===== src/rtl/commit_trace_pkg.sv =====
// commit_trace_pkg: record types, event bundle layout and mask bit
// positions shared by the commit trace unit and its FIFO.
package commit_trace_pkg;

  typedef enum logic [1:0] {
    REG   = 2'd0,
    LOAD  = 2'd1,
    STORE = 2'd2,
    HALT  = 2'd3
  } rec_type_e;

  localparam int unsigned M_REG   = 0;
  localparam int unsigned M_LOAD  = 1;
  localparam int unsigned M_STORE = 2;
  localparam int unsigned M_HALT  = 3;

  typedef struct packed {
    logic [3:0]  mask;
    logic [2:0]  rd;
    logic [15:0] wdata;
    logic [15:0] addr;
    logic [15:0] din;
    logic [15:0] dout;
  } trace_bundle_t;

endpackage


===== src/rtl/trace_fifo.sv =====
// trace_fifo: synchronous FIFO of event bundles; a push into a full
// FIFO is accepted only when a pop happens on the same edge.
module trace_fifo
  import commit_trace_pkg::*;
#(
  parameter int DEPTH = 8
) (
  input  logic          clk,
  input  logic          rst,
  input  logic          push_i,
  input  trace_bundle_t data_i,
  input  logic          pop_i,
  output trace_bundle_t head_o,
  output logic          full_o,
  output logic          empty_o,
  output logic          push_ok_o
);

  localparam int AW = (DEPTH > 1) ? $clog2(DEPTH) : 1;

  trace_bundle_t mem_q [DEPTH];
  logic [AW-1:0] wr_q;
  logic [AW-1:0] rd_q;
  logic [AW:0]   cnt_q;
  logic          do_push;
  logic          do_pop;

  assign full_o    = (cnt_q == (AW+1)'(DEPTH));
  assign empty_o   = (cnt_q == '0);
  assign do_pop    = pop_i & ~empty_o;
  assign do_push   = push_i & (~full_o | do_pop);
  assign push_ok_o = do_push;
  assign head_o    = mem_q[rd_q];

  // Pointer and occupancy bookkeeping.
  always_ff @(posedge clk or posedge rst) begin
    if (rst) begin
      wr_q  <= '0;
      rd_q  <= '0;
      cnt_q <= '0;
    end else begin
      if (do_push) wr_q <= wr_q + AW'(1);
      if (do_pop)  rd_q <= rd_q + AW'(1);
      cnt_q <= cnt_q + (AW+1)'(do_push) - (AW+1)'(do_pop);
    end
  end

  // Storage; contents are only meaningful between the pointers.
  always_ff @(posedge clk) begin
    if (do_push) mem_q[wr_q] <= data_i;
  end

endmodule


===== src/rtl/commit_trace_unit.sv =====
// commit_trace_unit: captures commit events, serializes trace records.
// Cache counters built only with COMMIT_TRACE_CACHE_STATS_EN defined.
module commit_trace_unit
  import commit_trace_pkg::*;
#(
  parameter int DEPTH = 8,
  parameter int CNT_W = 32
) (
  input  logic             clk,
  input  logic             rst,
  input  logic             reg_write,
  input  logic [2:0]       write_reg,
  input  logic [15:0]      write_data,
  input  logic             mem_read,
  input  logic             mem_write,
  input  logic [15:0]      mem_addr,
  input  logic [15:0]      mem_data_in,
  input  logic [15:0]      mem_data_out,
  input  logic             halt,
  input  logic             icache_req,
  input  logic             icache_hit,
  input  logic             dcache_req,
  input  logic             dcache_hit,
  output logic             rec_valid,
  input  logic             rec_ready,
  output logic [1:0]       rec_type,
  output logic [15:0]      rec_a,
  output logic [15:0]      rec_b,
  output logic [CNT_W-1:0] inst_count,
  output logic [CNT_W-1:0] cycle_count,
  output logic [CNT_W-1:0] icache_req_cnt,
  output logic [CNT_W-1:0] icache_hit_cnt,
  output logic [CNT_W-1:0] dcache_req_cnt,
  output logic [CNT_W-1:0] dcache_hit_cnt,
  output logic             halted,
  output logic             overflow
);

  logic             halted_q;
  logic             overflow_q;
  logic [CNT_W-1:0] inst_q;
  logic [CNT_W-1:0] cyc_q;
  logic [3:0]       done_q;
  trace_bundle_t    bun;
  trace_bundle_t    head;
  logic             full;
  logic             empty;
  logic             push_ok;
  logic             cap;
  logic             push;
  logic             hs;
  logic             last;
  logic             pop;
  logic [3:0]       rem;
  logic [3:0]       cur;
  rec_type_e        typ;
  logic [15:0]      ra;
  logic [15:0]      rb;

  assign cap  = ~halted_q;
  assign bun  = '{
    mask:  {halt, mem_write, mem_read, reg_write},
    rd:    write_reg,
    wdata: write_data,
    addr:  mem_addr,
    din:   mem_data_in,
    dout:  mem_data_out
  };
  assign push = cap & (|bun.mask);

  trace_fifo #(
    .DEPTH(DEPTH)
  ) u_fifo (
    .clk      (clk),
    .rst      (rst),
    .push_i   (push),
    .data_i   (bun),
    .pop_i    (pop),
    .head_o   (head),
    .full_o   (full),
    .empty_o  (empty),
    .push_ok_o(push_ok)
  );

  // Unconsumed bits of the head entry; lowest one is the live record.
  assign rem  = empty ? 4'd0 : (head.mask & ~done_q);
  assign cur  = rem & (~rem + 4'd1);
  assign last = ((rem & ~cur) == 4'd0);
  assign hs   = rec_valid & rec_ready;
  assign pop  = hs & last;

  assign rec_valid = ~empty;

  // Record fields from the registered head; counters are frozen by the
  // time a HALT record reaches the head, so they give the halt values.
  always_comb begin
    typ = REG;
    ra  = '0;
    rb  = '0;
    unique case (1'b1)
      cur[M_REG]: begin
        typ = REG;
        ra  = {13'b0, head.rd};
        rb  = head.wdata;
      end
      cur[M_LOAD]: begin
        typ = LOAD;
        ra  = head.addr;
        rb  = head.dout;
      end
      cur[M_STORE]: begin
        typ = STORE;
        ra  = head.addr;
        rb  = head.din;
      end
      cur[M_HALT]: begin
        typ = HALT;
        ra  = inst_q[15:0];
        rb  = cyc_q[15:0];
      end
      default: ;
    endcase
  end

  assign rec_type = typ;
  assign rec_a    = ra;
  assign rec_b    = rb;

  // Serializer progress, architectural counters, halt and overflow.
  always_ff @(posedge clk or posedge rst) begin
    if (rst) begin
      done_q     <= '0;
      halted_q   <= 1'b0;
      overflow_q <= 1'b0;
      inst_q     <= '0;
      cyc_q      <= '0;
    end else begin
      if (hs) done_q <= last ? 4'd0 : (done_q | cur);
      if (cap) begin
        cyc_q <= cyc_q + CNT_W'(1);
        if (halt | reg_write | mem_write) inst_q <= inst_q + CNT_W'(1);
        if (halt) halted_q <= 1'b1;
        if (push & ~push_ok) overflow_q <= 1'b1;
      end
    end
  end

  assign inst_count  = inst_q;
  assign cycle_count = cyc_q;
  assign halted      = halted_q;
  assign overflow    = overflow_q;

`ifdef COMMIT_TRACE_CACHE_STATS_EN
  logic [CNT_W-1:0] ireq_q;
  logic [CNT_W-1:0] ihit_q;
  logic [CNT_W-1:0] dreq_q;
  logic [CNT_W-1:0] dhit_q;

  // Cache strobe counters, frozen with the rest after halt.
  always_ff @(posedge clk or posedge rst) begin
    if (rst) begin
      ireq_q <= '0;
      ihit_q <= '0;
      dreq_q <= '0;
      dhit_q <= '0;
    end else if (cap) begin
      ireq_q <= ireq_q + CNT_W'(icache_req);
      ihit_q <= ihit_q + CNT_W'(icache_hit);
      dreq_q <= dreq_q + CNT_W'(dcache_req);
      dhit_q <= dhit_q + CNT_W'(dcache_hit);
    end
  end

  assign icache_req_cnt = ireq_q;
  assign icache_hit_cnt = ihit_q;
  assign dcache_req_cnt = dreq_q;
  assign dcache_hit_cnt = dhit_q;
`else
  logic unused_cache;
  assign unused_cache = ^{icache_req, icache_hit, dcache_req, dcache_hit};

  assign icache_req_cnt = '0;
  assign icache_hit_cnt = '0;
  assign dcache_req_cnt = '0;
  assign dcache_hit_cnt = '0;
`endif

endmodule


===== config.mk =====
export PLATFORM = sky130hd
export DESIGN_NAME = commit_trace_unit
export DESIGN_NICKNAME = d
export VERILOG_FILES = /design/src/rtl/commit_trace_pkg.sv /design/src/rtl/trace_fifo.sv /design/src/rtl/commit_trace_unit.sv
export SDC_FILE = /design/constraint.sdc
export NUM_CORES = 1
export LEC_CHECK = 0
export CAP_MARGIN = 20
export CORE_MARGIN = 2
export CORE_UTILIZATION = 53
export CTS_BUF_LIST = sky130_fd_sc_hd__clkbuf_4 sky130_fd_sc_hd__clkbuf_8
export DETAILED_ROUTE_END_ITERATION = 6
export DONT_BUFFER_PORTS = 1
export GPL_ROUTABILITY_DRIVEN = 0
export GPL_TIMING_DRIVEN = 0
export PLACE_DENSITY = 0.79
export SETUP_SLACK_MARGIN = 0.3
export SLEW_MARGIN = 20
export SYNTH_ARGS = -nofsm -noshare
export SYNTH_HDL_FRONTEND = slang
export SYNTH_HIERARCHICAL = 1
export SYNTH_SLANG_ARGS = --single-unit

===== constraint.sdc =====
create_clock -name clk -period 11.28 [get_ports clk]
set_clock_uncertainty 0.15 [all_clocks]
set_input_delay 2.256 -clock clk [delete_from_list [all_inputs] [get_ports clk]]
set_output_delay 2.256 -clock clk [all_outputs]
set_load 0.01 [all_outputs]

==> results of run 1 <==
==> worst paths after layout <==
path | start | end
worst max-delay path | u_fifo/rd_q[2] | rec_b[14]
worst min-delay path | done_q[0] | done_q[0]
worst max register to register | u_fifo/rd_q[2] | u_fifo/mem_q[0][4]
worst min register to register | done_q[0] | done_q[0]
max in group asynchronous | rst | inst_count[23]
min in group asynchronous | rst | overflow
==> critical path, delay by kind of cell, from the launching register on <==
kind            cells  cell delay, ps
compound gates      2             680
buf+inv             5            2500
flops               1             330
mux                 2             630
simple gates        3             620
==> flip-flops by register name, summed over array words and instances, names as in the netlist <==
register      count
cycle_count      32
overflow          1
halted            1
u_fifo/mem_q    568
u_fifo/wr_q       3
inst_count       32
u_fifo/cnt_q      4
done_q            4
u_fifo/rd_q       3
==> power breakdown <==
group	internal [mW]	switching [mW]
combinational	1.02	1.17
sequential	2.64	0.0310
clock	1.12	0.906
==> routing by layer <==
metal	GRT usage (%)	up-vias	part of all wire, %
met5	0	-	0
li1	-	5826	-
met4	6.47	0	2.1
met1	29.0	7049	37
met2	38.8	697	50
met3	8.60	90	11
==> layout make-up <==
class	instances	area, um2	area share (%)
Sequential cell	648	19100	61.3
Multi-Input combinational cell	653	6980	22.5
Clock buffer	145	1730	5.57
Buffer	179	1320	4.25
Tap cell	672	841	2.70
Timing Repair Buffer	67	682	2.19
Clock inverter	44	385	1.24
Inverter	21	81.3	0.262
==> placed cells by master (no fill, tap or decap), types with 6 or more instances in the layout <==
cell type and n:
a21oi_1 8, a22o_1 12, a22oi_1 24, and3_1 8
buf_1 7, buf_12 14, buf_16 6, buf_2 32
buf_4 164, buf_6 7, clkbuf_1 16, clkbuf_4 42
clkbuf_8 103, clkinv_1 14, clkinv_2 15, conb_1 128
dfrtp_1 80, edfxtp_1 568, ha_1 10, inv_1 20
mux2_4 69, mux2i_1 8, mux4_1 8, mux4_2 134
nand2_1 31, nand3_1 18, nand4_1 14, nor2_1 30
nor3b_1 7, o21ai_0 15, xnor2_1 44, xor2_1 24
==> per-stage QoR <==
| stage | instances | worst slack (ps) | power (mW) | utilization [%] | area [um2] |
|---|---|---|---|---|---|
| CTS | 2429 | 3470 | 6.93 | 62.0 | 31100 |
| global route | 2429 | 3170 | 7.16 | 62.0 | 31100 |
| global placement | 2173 | -7290 | 4.87 | 56.3 | 28200 |
| floorplan | 1501 | 504 | 4.32 | - | 27400 |
| finish | 2429 | 3420 | 6.89 | 62.0 | 31100 |
| detailed placement | 2240 | 4190 | 4.91 | 57.7 | 29000 |
==> out/qor.txt, run 1 <==
Status: complete, no violations
Die ar.: 0.0526 mm2
Num ports: 307
Crit path time final: 7860 ps
Drt wl/cell: 25.0 um
Startpoint class of the critical path: flop
Area growth syn-to-layout: 15.5%
Largest net degree at the start of global routing: 50
Crit path kind: reg2out
Tcrit/Tclk final: 69.7%
WHS: 352 ps
Core footprint: 0.0502 mm2
Final setup violation count: 0
Warnings, synthesis: 6
FMAX: 127 MHz
Maxcap violations: 0
Estimated wirelength of the detail-placed design: 42800 um
Fin. Hold Viols: 0
Total gr overflow: 0
Initial antenna violation count: 0
GR Util All Layers: 23.3%
Post-CTS Hold Buffers: 0
Crit-path max cell delay: 720 ps
H-tree depth: 3
Synth Cell Area: 0.0269 mm2
Crit-path max FO: 10
Top cell by count, worst path: clkbuf_1
RSZ-0062 raised after global routing: no
Slew margin rel.: 33.0%
Worst min path class: reg2reg
Peak supply drop: 0.128 mV
CTS tree: yes
Iteration-0 DRC count of the detailed router: 1369
Worst-Skew Late Latency: 680 ps
Setup TNS: 0 ps
Share of cells above drive strength 1: 35.5%
# fillers: 3390
DR vias/cell: 5.62
Nature of the critical path endpoint: primary output
WHS Path Cells: 2
CP max-delay cell: clkbuf_1
Routed WL: 60800 um
Root buf cell: clkbuf_8
Critical path arrival: 5450 ps
CP required: 8870 ps
Die Width: 229 um
Worst path cell trace: clkbuf_1, buf_2, buf_2, mux4_2, mux2_4, nor3b_1, nor2_1, and3_1, clkbuf_1, clkbuf_1, a22oi_1, o21ai_0
TritonCTS Sinks: 648
DRC: 0
R2r setup slk: 4430 ps
Resize count post-CTS: 0
Routed Antenna Nets: 0
Initial Utilization: 53.6%
Post-Syn Instances: 1374
Drt pass-1 iters: 5
N_diodes: 0
FF-to-FF path depth: 19
Mean post-synth cell area: 19.6 um2
PwrDens: 222 mW/mm2
Lkg Pwr: 11.4 nW
Num CTS Buffers: 100
Vias: 13700
Worst-Margin Slew: 1000 ps
CTS clk-pin slew, worst paths: 60 ps
Die H: 229 um
Cell Rows: 82
Setup Fix Bufs, Post-CTS: 0
Final Net Count: 1759
Slew Viols, Final: 0
First-pass GRT wire length: 89700 um
Vias in the first global route: 14000
Port Buffer Count: 0
Max Buffers Root-to-Sink: 3
Note: power is estimated with default switching activity, not from simulation.
==> run 2: changes to the inputs <==
- clock period: 11.28 -> 7.24 ns (I/O delays scaled with it)
==> out/qor.txt, run 2 (synthesis gave the netlist of run 1 again) <==
Fin. Hold Viols: 0 (unchanged)
Num CTS Buffers: 98 (-2.0%)
Crit path kind: reg2out
First-pass GRT wire length: 90100 um (+0.50%)
Core footprint: 0.0502 mm2 (unchanged)
Iteration-0 DRC count of the detailed router: 1355 (-1.0%)
Max FFs per register: 568 (unchanged)
Slew margin rel.: 33.9% (+0.82 points)
Initial antenna violation count: 0 (unchanged)
Post-placement cell count: 2234 (-0.27%)
Fin cells: 2415 (-0.58%)
CTS tree: yes
Share of cells above drive strength 1: 34.3% (-1.1 points)
CP required: 5640 ps (-3230 ps)
Resize count post-CTS: 0 (unchanged)
Multi-input logic area: 0.00700 mm2 (+0.27%)
Critical path arrival: 4970 ps (-480 ps)
Root buf cell: clkbuf_8
Num ports: 307 (unchanged)
PwrDens: 342 mW/mm2 (+54%)
Most common cell after layout, fill and taps aside: edfxtp_1
Most frequent cells in the layout: edfxtp_1, buf_4, mux4_2
GR Util All Layers: 23.6% (+0.23 points)
Cell Rows: 82 (unchanged)
Drt pass-1 iters: 5 (unchanged)
# fillers: 3435 (+1.3%)
Port Buffer Count: 0 (unchanged)
FMAX: 152 MHz
Largest net degree at the start of global routing: 50 (unchanged)
Die Width: 229 um (unchanged)
Area growth syn-to-layout: 15.3%
Maxcap violations: 0 (unchanged)
Routed Antenna Nets: 0 (unchanged)
Estimated wirelength of the detail-placed design: 43100 um (+0.79%)
Slew Viols, Final: 0 (unchanged)
Status: complete, no violations
Lkg Pwr: 11.3 nW (-0.90%)
Total gr overflow: 0 (unchanged)
CTS clk-pin slew, worst paths: 60 ps (about the same)
Die H: 229 um (unchanged)
Crit-path max FO: 10 (unchanged)
Post-CTS Hold Buffers: 0 (unchanged)
Worst-Margin Slew: 992 ps (-12.3 ps)
Nature of the critical path endpoint: primary output
Pwr Total: 10.6 mW (+54%)
Worst min path class: reg2reg
DR vias/cell: 5.66 (+0.66%)
Vias in the first global route: 13900 (-0.82%)
Routed WL: 61600 um (+1.3%)
Drt wl/cell: 25.5 um (+1.9%)
Peak supply drop: 0.221 mV (+73%)
Crit path time final: 6570 ps
Setup Fix Bufs, Post-CTS: 0 (unchanged)
H-tree depth: 3 (unchanged)
Final setup violation count: 0 (unchanged)
Initial Utilization: 53.6% (unchanged)
Reg area: 0.0191 mm2 (unchanged)
Most flops, register: u_fifo/mem_q
Worst-Skew Late Latency: 690 ps (about the same)
Final Net Count: 1751 (-0.45%)
Die ar.: 0.0526 mm2 (unchanged)
RSZ-0062 raised after global routing: no
Max Buffers Root-to-Sink: 3 (unchanged)
DRC: 0 (unchanged)
Setup TNS: 0 ps (unchanged)
Tcrit/Tclk final: 90.7%
TritonCTS Sinks: 648 (unchanged)
Startpoint class of the critical path: flop
Vias: 13700 (+0.081%)
==> run 2: changes by cell type in the layout (fill, tap and decap cells not counted), sizes merged <==
cell      previous run  this run
bufinv               5         3
clkinvlp             2         0
clkinv              31        34
buf                230       224
inv                 27        25
diode                0         1
clkbuf             161       155
==> run 2: critical path, cell delays in order, from the launching register on <==
cell	delay [ps]
dfrtp_1	320
clkbuf_1	520
buf_2	430
buf_2	360
mux4_2	340
mux2_4	300
nor3b_1	180
clkbuf_1	360
nor2_1	830
a22oi_1	220
o21ai_0	410
==> run 2: power breakdown <==
| group | internal, mW | leakage (nW) | switching (mW) |
|---|---|---|---|
| combinational | 1.60 | 4.09 | 1.86 |
| clock | 1.61 | 1.04 | 1.37 |
| sequential | 4.11 | 6.18 | 0.0517 |
| total | 7.31 | 11.3 | 3.28 |
==> run 2: layer usage <==
layer,track usage (%),vias to the layer above,share of wire (%)
met5,0,-,0
met2,38.8,704,49
met3,9.62,103,12
met4,7.45,0,2.6
met1,28.6,7065,37
li1,-,5801,-
==> run 2: metrics by stage <==
stage               instance area, um2  util [%]  hold WS, ps  setup slack (ps)
finish                           31000      61.8          354               670
floorplan                        27400         -          313             -1300
global placement                 28200      56.3          329             -7540
global route                     31000      61.8          410               393
detailed placement               29100      57.9          342               970
CTS                              31000      61.8          356               405
==> run 2: layout make-up <==
cell class / instances / share of cell area [%]
Sequential cell: 648 / 61.4
Multi-Input combinational cell: 653 / 22.6
Clock buffer: 139 / 5.42
Buffer: 179 / 4.26
Tap cell: 672 / 2.71
Timing Repair Buffer: 61 / 2.42
Clock inverter: 41 / 0.916
Inverter: 21 / 0.262
Antenna cell: 1 / 0.00807
==> run 2: final timing paths <==
path                                start             endpoint  slack (ps)  cells after the start
min                             done_q[3]            done_q[3]         350                      2
max reg2reg                u_fifo/rd_q[2]  u_fifo/mem_q[6][21]         880                     18
min in group asynchronous             rst             overflow         450                      1
max in group asynchronous             rst       inst_count[14]        5920                      2
min reg2reg                     done_q[3]            done_q[3]         350                      2
max                        u_fifo/rd_q[2]            rec_b[15]         670                     10
